$ cat config.mk
export PLATFORM = sky130hd
export DESIGN_NAME = camera_ray_generator
export DESIGN_NICKNAME = d
export VERILOG_FILES = /design/src/rtl/camera_ray_generator.sv
export SDC_FILE = /design/constraint.sdc
export NUM_CORES = 1
export LEC_CHECK = 0
export CAP_MARGIN = 10
export CORE_MARGIN = 2
export CORE_UTILIZATION = 49
export DETAILED_ROUTE_END_ITERATION = 12
export GPL_ROUTABILITY_DRIVEN = 1
export PLACE_DENSITY = 0.82
export SYNTH_ARGS = -nofsm -noshare
export SYNTH_HDL_FRONTEND = slang
export SYNTH_SLANG_ARGS = --single-unit
$ cat constraint.sdc
create_clock -name clk -period 3.5 [get_ports clk]
set_input_delay 0.35 -clock clk [delete_from_list [all_inputs] [get_ports clk]]
set_output_delay 0.35 -clock clk [all_outputs]
set_load 0.03 [all_outputs]
$ cat src/rtl/camera_ray_generator.sv
// camera_ray_generator: emits one primary ray per pixel in raster order on a valid/ready stream.
// Direction is tracked incrementally as (FOCAL, x - H_RES/2, V_RES/2 - y).
module camera_ray_generator #(
  parameter int H_RES = 64,
  parameter int V_RES = 48,
  parameter int FOCAL = 64
) (
  input  logic             clk,
  input  logic             reset,
  input  logic             start,
  input  logic [2:0][11:0] camera_location_in,
  input  logic             ray_ready,
  output logic             ray_valid,
  output logic [2:0][11:0] camera_location,
  output logic [2:0][11:0] directional_vector,
  output logic [11:0]      pixel_x,
  output logic [11:0]      pixel_y,
  output logic             last_ray,
  output logic             busy,
  output logic             done
);
  typedef enum logic [1:0] {IDLE, EMIT, DONE} state_t;
  localparam logic [11:0] X_MAX = 12'(H_RES - 1);
  localparam logic [11:0] Y_MAX = 12'(V_RES - 1);
  localparam logic [11:0] DX = 12'(FOCAL);
  localparam logic [11:0] DY0 = 12'(-(H_RES / 2));
  localparam logic [11:0] DZ0 = 12'(V_RES / 2);
  state_t r_state;
  logic   w_hs;
  assign w_hs = ray_valid && ray_ready;
  always_ff @(posedge clk) begin
    if (reset) begin
      r_state <= IDLE;
      ray_valid <= 1'b0;
      busy <= 1'b0;
      done <= 1'b0;
      last_ray <= 1'b0;
      pixel_x <= '0;
      pixel_y <= '0;
      camera_location <= '0;
      directional_vector <= '0;
    end else begin
      case (r_state)
        IDLE: begin
          done <= 1'b0;
          if (start) begin
            camera_location <= camera_location_in;
            pixel_x <= '0;
            pixel_y <= '0;
            directional_vector <= {DZ0, DY0, DX};
            ray_valid <= 1'b1;
            busy <= 1'b1;
            last_ray <= 1'b0;
            r_state <= EMIT;
          end
        end
        EMIT: begin
          if (w_hs) begin
            // last_ray is registered one step ahead, so it doubles as the end-of-frame flag
            if (last_ray) begin
              ray_valid <= 1'b0;
              last_ray <= 1'b0;
              done <= 1'b1;
              r_state <= DONE;
            end else if (pixel_x != X_MAX) begin
              pixel_x <= pixel_x + 12'd1;
              directional_vector[1] <= directional_vector[1] + 12'd1;
              last_ray <= (pixel_y == Y_MAX) && (pixel_x == X_MAX - 12'd1);
            end else begin
              pixel_x <= '0;
              pixel_y <= pixel_y + 12'd1;
              directional_vector[1] <= DY0;
              directional_vector[2] <= directional_vector[2] - 12'd1;
            end
          end
        end
        DONE: begin
          done <= 1'b0;
          busy <= 1'b0;
          r_state <= IDLE;
        end
        default: r_state <= IDLE;
      endcase
    end
  end
endmodule

Word level (Yosys, flattened, before mapping). Index checks and enable logic that the tools add are counted.

ROM bits: 0. Bits of input ports: 40. RAM bits: 0. Output and inout bits: 100. Word-level logic and storage cells: 74. Register bits: 91. Memories kept: 0. Bits in latches: 0.

Shift operators: 0. Muxes and demuxes: 32. Bitwise operators: 0. Add/subtract/negate cells: 4. $lt $le $gt $ge: 0. Multiply operators: 0. Equal/unequal tests: 10. Div/mod/pow operators: 0. Reduce and logical (&&, ||, !) cells: 15.

Operators with widths (count): 2-to-1 mux 12 bit (9); 2-to-1 mux 24 bit (2); one-hot mux 12 bit (2 select lines) (2); one-hot mux 24 bit (2 select lines) (1); adder 12 x 1 -> 12 bit (second input constant) (3); 2-to-1 mux 36 bit (1); == test 12 x 6 -> 1 bit (second input constant) (2); != test 12 x 6 -> 1 bit (second input constant) (1); subtractor 12 x 1 -> 12 bit (second input constant) (1); != test 2 bit (second input constant) (5); 2-to-1 mux 1 bit (9); AND reduction 3 bit (3); one-hot mux 1 bit (2 select lines) (4); AND reduction 4 bit (2); 2-to-1 mux 2 bit (3); nonzero test 2 bit (3); AND reduction 5 bit (1); one-hot mux 2 bit (2 select lines) (1); AND reduction 2 bit (2); == test 2 x 1 -> 1 bit (second input constant) (1); == test 2 bit (second input constant) (1); logical AND 1 bit (2); zero test 2 bit (1); OR reduction 2 bit (1).

Logic depth before layout (Yosys ltp). Gate-level depths: netlist of run 1.

Word-level depth: 6. Depth in mapped cells: 7. Mapped depth without buffers: 6.

Worst setup path before layout of run 1. No wires, ideal clock.

Kind: reg2reg. From: reg directional_vector[24] (netlist bit). To: reg directional_vector[32] (netlist bit). Buffers on the path: 0. Arrival: 2094 ps. Required time: 3430 ps. Clock period less this slack: 2165 ps. Library setup time: 70 ps. Slack: 1335 ps. Cell stages (with the launch flop): 7. Cell sequence: dfxtp_1 -> inv_1 -> ha_1 -> or4b_4 -> or4_1 -> or4_1 -> a21oi_1.

Longest elaborated chain between the ends: 5.

RTL lines: start, declared (line 15) `output logic [2:0][11:0] directional_vector,`; start signal, assigned (line 50) `directional_vector <= {DZ0, DY0, DX};`; subtractor 12 x 1 -> 12 bit (line 73) `directional_vector[2] <= directional_vector[2] - 12'd1;`; 2-to-1 mux 12 bit (line 65) `end else if (pixel_x != X_MAX) begin`; 2-to-1 mux 24 bit (line 60) `if (last_ray) begin`; 2-to-1 mux 24 bit (line 58) `if (w_hs) begin`; one-hot mux 24 bit (2 select lines) (line 43) `case (r_state)`.

Every way passes these cells. The select of a mux whose other input is x is not followed. A chain may end at the register's enable or synchronous reset.

Worst setup path in the final report of run 1.
From: in ray_ready. To: reg pixel_y[8].

Longest elaborated chain between the ends: 3.

RTL lines: start, declared (line 12) `input logic ray_ready,`; logical AND 1 bit (line 30) `assign w_hs = ray_valid && ray_ready;`; != test 2 bit (no line); AND reduction 5 bit (no line); end signal, assigned (line 71) `pixel_y <= pixel_y + 12'd1;`; end, declared (line 17) `output logic [11:0] pixel_y,`.

Every way passes these cells.

==> flow_summary.json, run 1 <==
{
  "status": "completed",
  "synth_most_common_cell": "nand2_1",
  "syn_area_mm2": 0.00414,
  "hold_viol_final": 0,
  "async_flop_share_pct": 0,
  "finalNetCount": 668,
  "dp_hpwl_um": 7640,
  "drcViolationCount": 0,
  "path_max_fanout": 41,
  "via_per_inst": 5.56,
  "via_count": 4077,
  "numPortBuffers": 128,
  "drive_above_1_share_pct": 5.25,
  "start_util_pct": 50.4,
  "clk_latency_ns": 0.36,
  "gp_congestion": 0.958,
  "p_leak_nw": 1.94,
  "core_mm2": 0.00822,
  "cts_resized": 0,
  "max-clock-path-buffers": 2,
  "row_count": 33,
  "die_area_mm2": 0.00919,
  "critPathKind": "in2reg",
  "clock-sinks": 91,
  "cts_buffers": 9,
  "ctsHoldBuffers": 0,
  "endpoint_kind": "flop",
  "arrival_ns": 2.59,
  "postCtsSetupBuffers": 0,
  "timing.max_cap.violations": 0,
  "grt_usage_pct": 24.1,
  "synth_ff_type": "dfxtp_1",
  "syn-instance-count": 513,
  "diodes": 0,
  "synth_edf_count": 0,
  "synth_top_cells_by_area": "dfxtp_1 44%, nand2_1 8.3%, a21oi_1 8.1%, xnor2_1 2.8%, or4_1 2.7%",
  "drv_slew": 0,
  "grt_pass1_wl_um": 17700,
  "cp-start-kind": "input port",
  "grt_pass1_vias": 3769,
  "hold_class": "reg2reg",
  "rsz0062_at_grt": "false",
  "antenna_found_initial": 0,
  "wl_um": 10900,
  "post-synth-top-area-cell": "dfxtp_1",
  "grt_max_degree": 48,
  "first_pass_iters": 4,
  "die_height_um": 95.9,
  "fmax_mhz": 433,
  "worstMarginPinSlew_ns": 1.12,
  "drt-wirelength-per-cell_um": 14.8,
  "clock-root-buffer": "clkbuf_8",
  "final_area_mm2": 0.00561,
  "ys_types": 47,
  "slew_headroom_pct": 25.7,
  "drt_iter0_markers": 246,
  "avgSynthCellArea_um2": 8.07,
  "fin_skew_ns": 0.0131,
  "die-width_um": 95.9,
  "ys_ff_latch": 91,
  "drtAntennaViolNets": 0,
  "area_delta_synth_final_pct": 35.7,
  "powerDensity_mw_per_mm2": 409,
  "overflow": 0,
  "synth_top_area_share_pct": 44.0,
  "cts_tree": "yes",
  "yosys-top-cells-count": "92 x nand2_1, 91 x dfxtp_1, 67 x a21oi_1",
  "tns_ns": 0,
  "ctsHtreeMaxLevel": 3,
  "dpl_cell_area_mm2": 0.00543,
  "yosysSeqAreaShare_pct": 44.0,
  "finalCritPeriodShare_pct": 66.0,
  "finalCriticalPeriod_ns": 2.31,
  "ioPinCount": 140,
  "finalSetupViolCount": 0,
  "clk_pin_slew_worst_paths_ns": 0.09,
  "irDropWorstVdd_mv": 0.247,
  "cp_data_required_time_ns": 3.78,
  "ys_warn_count": 0
}
-- registers in the layout (all words and copies together), names as in the netlist --
signal              flops
busy                    1
done                    1
camera_location        36
pixel_y                12
pixel_x                12
last_ray                1
directional_vector     25
r_state                 2
ray_valid               1
-- worst paths after layout --
path / startpoint / depth (start not counted) / to / slack, ns
max reg2reg: last_ray / 5 / pixel_y[8] / 1.24
min reg2reg: camera_location[28] / 2 / camera_location[28] / 0.46
min: camera_location[28] / 2 / camera_location[28] / 0.46
max: ray_ready / 6 / pixel_y[8] / 1.19
-- through the flow --
| step | utilization, % | power [mW] | setup WS [ns] | instances | hold slack [ns] |
|---|---|---|---|---|---|
| after CTS | 68.3 | 2.31 | 1.20 | 733 | 0.459 |
| after global placement | 66.1 | 1.64 | 0.930 | 717 | 0.440 |
| after detailed placement | 66.1 | 1.66 | 0.843 | 717 | 0.448 |
| after floorplan | - | 1.47 | 1.34 | 523 | 0.480 |
| after global routing | 68.3 | 2.41 | 0.972 | 733 | 0.480 |
| final | 68.3 | 2.30 | 1.19 | 733 | 0.456 |
-- metal layers --
metal | track usage (%) | share of wire, % | up-vias
met5 | 0 | 0 | -
met4 | 8.21 | 1.3 | 0
met1 | 28.9 | 41 | 1899
li1 | - | - | 2022
met2 | 40.1 | 49 | 146
met3 | 8.30 | 9.3 | 10
-- final cells by class --
type	count	area, um2
fillers	668	2600
multi-input cells	371	2090
flip-flops and latches	91	1820
repair buffers	136	1340
clock buffers	13	159
well taps	105	131
inverters	14	52.6
clock inverters	3	21.3
-- report_power, final --
group	switching [mW]	total, mW	internal (mW)
sequential	0.0463	1.13	1.09
combinational	0.297	0.501	0.203
clock	0.365	0.665	0.300
total	0.709	2.30	1.59
-- placed cells by master (no fill, tap or decap), drive strengths merged, types with 2 or more instances in the layout --
master           n
nand3           20
nand2b           3
nand4b           4
nand4           11
ha               5
or3             12
a2bb2oi          2
a2111oi          5
a21oi           67
conb            11
a221oi           3
o21ai           14
nor3             6
dfxtp           91
or4             15
a211oi           6
or2              2
xnor2           13
inv             15
a31oi            4
buf              9
clkdlybuf4s50  127
nor4             9
nand2           92
mux2i            7
a21o             2
clkbuf          13
and3             4
nor2            27
o31ai           13
-- worst max-delay path: stages --
cell and delay, ns:
clkdlybuf4s50_1 0.52, nand4b_1 0.12, buf_4 0.19, a21o_1 0.57, or4_1 0.65, a21oi_1 0.18
-- cell families after synthesis --
logic type | Yosys count | synth area share, %
simple gates | 212 | 25.5
compound gates | 122 | 17.6
flops | 91 | 44.0
buf+inv | 61 | 6.59
xor+xnor | 13 | 2.75
mux | 8 | 1.97
fa+ha+maj | 5 | 1.51
other cells | 1 | 0.0906
(Power assumes the default switching activity.)
==> run 2: changes to the inputs <==
CORE_UTILIZATION = 41   (was 49)
PLACE_DENSITY = 0.73   (was 0.82)
clock period = 2 ns   (was 3.5 ns; I/O delays follow)
==> flow_summary.json, run 2 (synthesis gave the netlist of run 1 again) <==
{
  "worstHoldStart": "reset",
  "via_per_inst": 5.41,
  "reg_top3": "camera_location: 36 flops, directional_vector: 25 flops",
  "drtAntennaViolNets": 0,
  "cp_slowest_cell": "or4b_4",
  "clock-sinks": 91,
  "grt_pass1_vias": 4066,
  "cp-start-kind": "flop",
  "diodes": 0,
  "grt_max_degree": 45,
  "numPortBuffers": 128,
  "drt_iter0_markers": 281,
  "setup_ws_ns": -0.0471,
  "path_common_cell": "or4_4",
  "slew_headroom_pct": 64.7,
  "irDropWorstVdd_mv": 0.448,
  "fmax_mhz": 489,
  "finalCritPeriodShare_pct": 102,
  "path_max_fanout": 3,
  "final_area_mm2": 0.00603,
  "p_leak_nw": 2.16,
  "finalNetCount": 703,
  "grt_pass1_wl_um": 19500,
  "path_cells": "inv_4 -> ha_4 -> or4b_4 -> or4_4 -> or4_4 -> a21oi_2",
  "status": "finished, violations left",
  "clk_latency_ns": 0.36,
  "core_mm2": 0.00977,
  "drt-wirelength-per-cell_um": 14.8,
  "critPathKind": "reg2reg",
  "endpoint_kind": "flop",
  "r2r-start": "directional_vector[24]",
  "timing.max_cap.violations": 0,
  "cts_buffers": 9,
  "drv_slew": 0,
  "ctsHtreeMaxLevel": 3,
  "postCtsSetupBuffers": 0,
  "hold_viol_final": 0,
  "mostFrequentLayoutCells": "127 x clkdlybuf4s50_1, 92 x nand2_1, 89 x dfxtp_1, 65 x a21oi_1, 38 x buf_4",
  "rsz0062_at_grt": "true",
  "n_fill_cell": 867,
  "final_common_cell": "clkdlybuf4s50_1",
  "wl_um": 11700,
  "critPathLaunch": "directional_vector[24]",
  "ioPinCount": 140,
  "violations": "setup timing",
  "hold_class": "in2reg",
  "gp_congestion": 0.889,
  "dp_hpwl_um": 8410,
  "worstMarginPinSlew_ns": 0.517,
  "overflow": 0,
  "drcViolationCount": 0,
  "row_count": 36,
  "die_area_mm2": 0.0109,
  "hold_slack_ns": 0.288,
  "clk_pin_slew_worst_paths_ns": 0.09,
  "fin_skew_ns": 0.0104,
  "grt_usage_pct": 21.5,
  "dp_slack_ns": -0.0646,
  "start_util_pct": 42.3,
  "die_height_um": 104,
  "dpl_cell_area_mm2": 0.00581,
  "cts_tree": "yes",
  "max-clock-path-buffers": 2,
  "regMostFlops": "camera_location",
  "die-width_um": 104,
  "largest_reg_flops": 36,
  "arrival_ns": 2.34,
  "drive_above_1_share_pct": 11.8,
  "finalSetupViolCount": 2,
  "ctsHoldBuffers": 0,
  "area_delta_synth_final_pct": 45.6,
  "cp_slowest_stage_delay_ns": 0.46,
  "powerDensity_mw_per_mm2": 700,
  "clock-root-buffer": "clkbuf_8",
  "cp_data_required_time_ns": 2.29,
  "tns_ns": -0.0592,
  "first_pass_iters": 5,
  "via_count": 4310,
  "finalCriticalPeriod_ns": 2.05,
  "antenna_found_initial": 0
}
run 2: critical path: cells and delay by family (launching register included):
family	cells	cell delay (ns)
AO/OA/AOI/OAI	1	0.13
adder cells (fa/ha/maj)	1	0.12
buffers and inverters	1	0.06
flip-flops	1	0.36
AND/OR/NAND/NOR	3	1.31
run 2: path summary, 6_finish.rpt:
kind                                               end  slack, ns  cells after the start
worst max-delay path            directional_vector[32]      -0.05                      6
worst min-delay path                          last_ray       0.29                      2
worst max register to register  directional_vector[32]      -0.05                      6
worst min register to register     camera_location[35]       0.46                      2
run 2: timing repair:
item | in CTS | in global routing
endpoints found under the setup margin | 2 | 2
gates cloned | 0 | 0
pin swaps | 1 | 0
gates resized for setup | 2 | 3
run 2: stage by stage:
step	total power, mW	utilization (%)	std cells
after CTS	4.24	61.5	796
after global routing	4.41	61.6	796
after detailed placement	3.00	59.5	780
after global placement	2.98	59.5	780
after floorplan	2.57	-	523
final	4.22	61.6	796
run 2: area by class of cell:
class	count	area [um2]	area share [%]
Inverter	14	55.1	0.914
Tap cell	133	166	2.76
Clock inverter	5	52.6	0.872
Sequential cell	91	1830	30.4
Timing Repair Buffer	171	1660	27.6
Clock buffer	11	141	2.35
Multi-Input combinational cell	371	2120	35.2
run 2: power by group:
group | total (mW) | switching (mW) | internal, mW
Clock | 1.25 | 0.640 | 0.607
Sequential | 1.97 | 0.0679 | 1.90
Combinational | 1.00 | 0.562 | 0.441
Total | 4.22 | 1.27 | 2.95
run 2: per-layer routing:
metal	global-route usage [%]	share of wire, %	up-vias
li1	-	-	2091
met4	6.08	1.5	0
met2	34.8	47	192
met5	0	0	-
met3	8.71	11	17
met1	26.3	41	2010
==> run 3: changes to the inputs <==
CORE_MARGIN = 4   (was 2)
==> flow_summary.json, run 3 (synthesis gave the netlist of run 1 again) <==
{
  "status": "finished, violations left",
  "violations": "setup timing",
  "cp-start-kind": "flop",
  "grt_use_met1_pct": 24.4,
  "ctsHtreeMaxLevel": 3,
  "finalCriticalPeriod_ns": 2.03,
  "grt_usage_pct": 20.6,
  "start_util_pct": 42.1,
  "hold_class": "in2reg",
  "rsz0062_at_grt": "true",
  "tns_ns": -0.0348,
  "powerDensity_mw_per_mm2": 711,
  "drv_slew": 0,
  "numPortBuffers": 128,
  "cp_slowest_cell": "or4b_4",
  "gp_congestion": 0.864,
  "ioPinCount": 140,
  "cts_tree": "yes",
  "postLayoutCoreUtil_pct": 60.9,
  "endpoint_kind": "flop",
  "mostFrequentLayoutCells": "127 x clkdlybuf4s50_1, 92 x nand2_1, 89 x dfxtp_1, 66 x a21oi_1, 34 x buf_4",
  "dp_slack_ns": -0.0710,
  "path_common_cell": "or4_4",
  "via_per_inst": 5.31,
  "finalNetCount": 698,
  "irDropWorstVdd_mv": 0.368,
  "placed_cells": 775,
  "clock-sinks": 91,
  "die_height_um": 108,
  "wl_um": 12000,
  "path_buf_inv": 1,
  "overflow": 0,
  "die-width_um": 108,
  "arrival_ns": 2.34,
  "n_fill_cell": 904,
  "clk_pin_slew_worst_paths_ns": 0.10,
  "clk_latency_ns": 0.37,
  "via_count": 4191,
  "critPathKind": "reg2reg",
  "timing.max_cap.violations": 0,
  "row_count": 36,
  "postCtsSetupBuffers": 0,
  "finalCritPeriodShare_pct": 102,
  "p_total_mw": 4.25,
  "clock-root-buffer": "clkbuf_8",
  "drcViolationCount": 0,
  "final_common_cell": "clkdlybuf4s50_1",
  "fin_skew_ns": 0.0153,
  "grtUsageMet3_pct": 7.76,
  "core_mm2": 0.00982,
  "hold_slack_ns": 0.245,
  "cp_data_required_time_ns": 2.31,
  "drt_iter0_markers": 275,
  "grt_pass1_wl_um": 19500,
  "fmax_mhz": 491,
  "area_delta_synth_final_pct": 44.5,
  "grt_max_degree": 50,
  "diodes": 0,
  "dpl_cell_area_mm2": 0.00576,
  "drtAntennaViolNets": 0,
  "reg_top3": "camera_location: 36 flops, directional_vector: 25 flops",
  "setup_ws_ns": -0.0348,
  "cp_slowest_stage_delay_ns": 0.47,
  "grt_pass1_vias": 3983,
  "hold_viol_final": 0,
  "slew_headroom_pct": 54.5,
  "cts_buffers": 9,
  "largest_reg_flops": 36,
  "final_area_mm2": 0.00598,
  "die_area_mm2": 0.0118,
  "path_cells": "inv_4 -> ha_4 -> or4b_4 -> or4_4 -> or4_4 -> a21oi_2",
  "finalSetupViolCount": 1,
  "regMostFlops": "camera_location",
  "fin_cells": 790,
  "antenna_found_initial": 0,
  "first_pass_iters": 4,
  "max-clock-path-buffers": 2,
  "drive_above_1_share_pct": 11.0,
  "grt_util_met2_pct": 33.5,
  "path_max_fanout": 3,
  "dp_hpwl_um": 8670,
  "drt-wirelength-per-cell_um": 15.2,
  "grt_most_used_layer": "met2",
  "worstMarginPinSlew_ns": 0.682,
  "critical_path.top_delay_family": "simple AND/OR/NAND/NOR gates",
  "p_leak_nw": 2.13,
  "ctsHoldBuffers": 0
}
run 3: changes by cell type in the layout (fill, tap and decap cells not counted):
cell      before  now
a21oi_2        2    1
buf_12         5    4
inv_4          1    2
buf_4         38   34
clkbuf_8      10   11
a21oi_1       65   66
clkbuf_1       1    0
clkinv_2       3    1
run 3: worst paths after layout:
check,from,endpoint,slack (ns),depth (start not counted)
worst max-delay path,directional_vector[24],directional_vector[32],-0.03,6
worst min-delay path,reset,directional_vector[25],0.24,2
worst max register to register,directional_vector[24],directional_vector[32],-0.03,6
worst min register to register,camera_location[4],camera_location[4],0.46,2
run 3: final cells by class:
type	count	area [um2]	share of cell area [%]
repair buffers	166	1610	27.0
multi-input cells	371	2120	35.4
inverters	14	55.1	0.921
flip-flops and latches	91	1830	30.6
clock buffers	11	151	2.53
clock inverters	4	48.8	0.816
well taps	133	166	2.78
run 3: where the power goes:
group / internal (mW) / switching (mW)
sequential: 1.90 / 0.0700
combinational: 0.427 / 0.562
clock: 0.638 / 0.650
run 3: timing repair:
item | 4_1_cts | 5_1_grt
endpoints found under the setup margin | 2 | 2
pin swaps | 2 | 0
resized for setup | 2 | 2
run 3: layer usage:
metal | part of all wire, % | routed length [um]
met1 | 41 | 4980
met2 | 47 | 5600
met3 | 10 | 1220
met4 | 1.9 | 229
met5 | 0 | 0
run 3: worst reg2reg max path: stages, from the launching register on:
cell and delay (ns):
dfxtp_4 0.36, inv_4 0.06, ha_4 0.12, or4b_4 0.47
or4_4 0.44, or4_4 0.43, a21oi_2 0.12
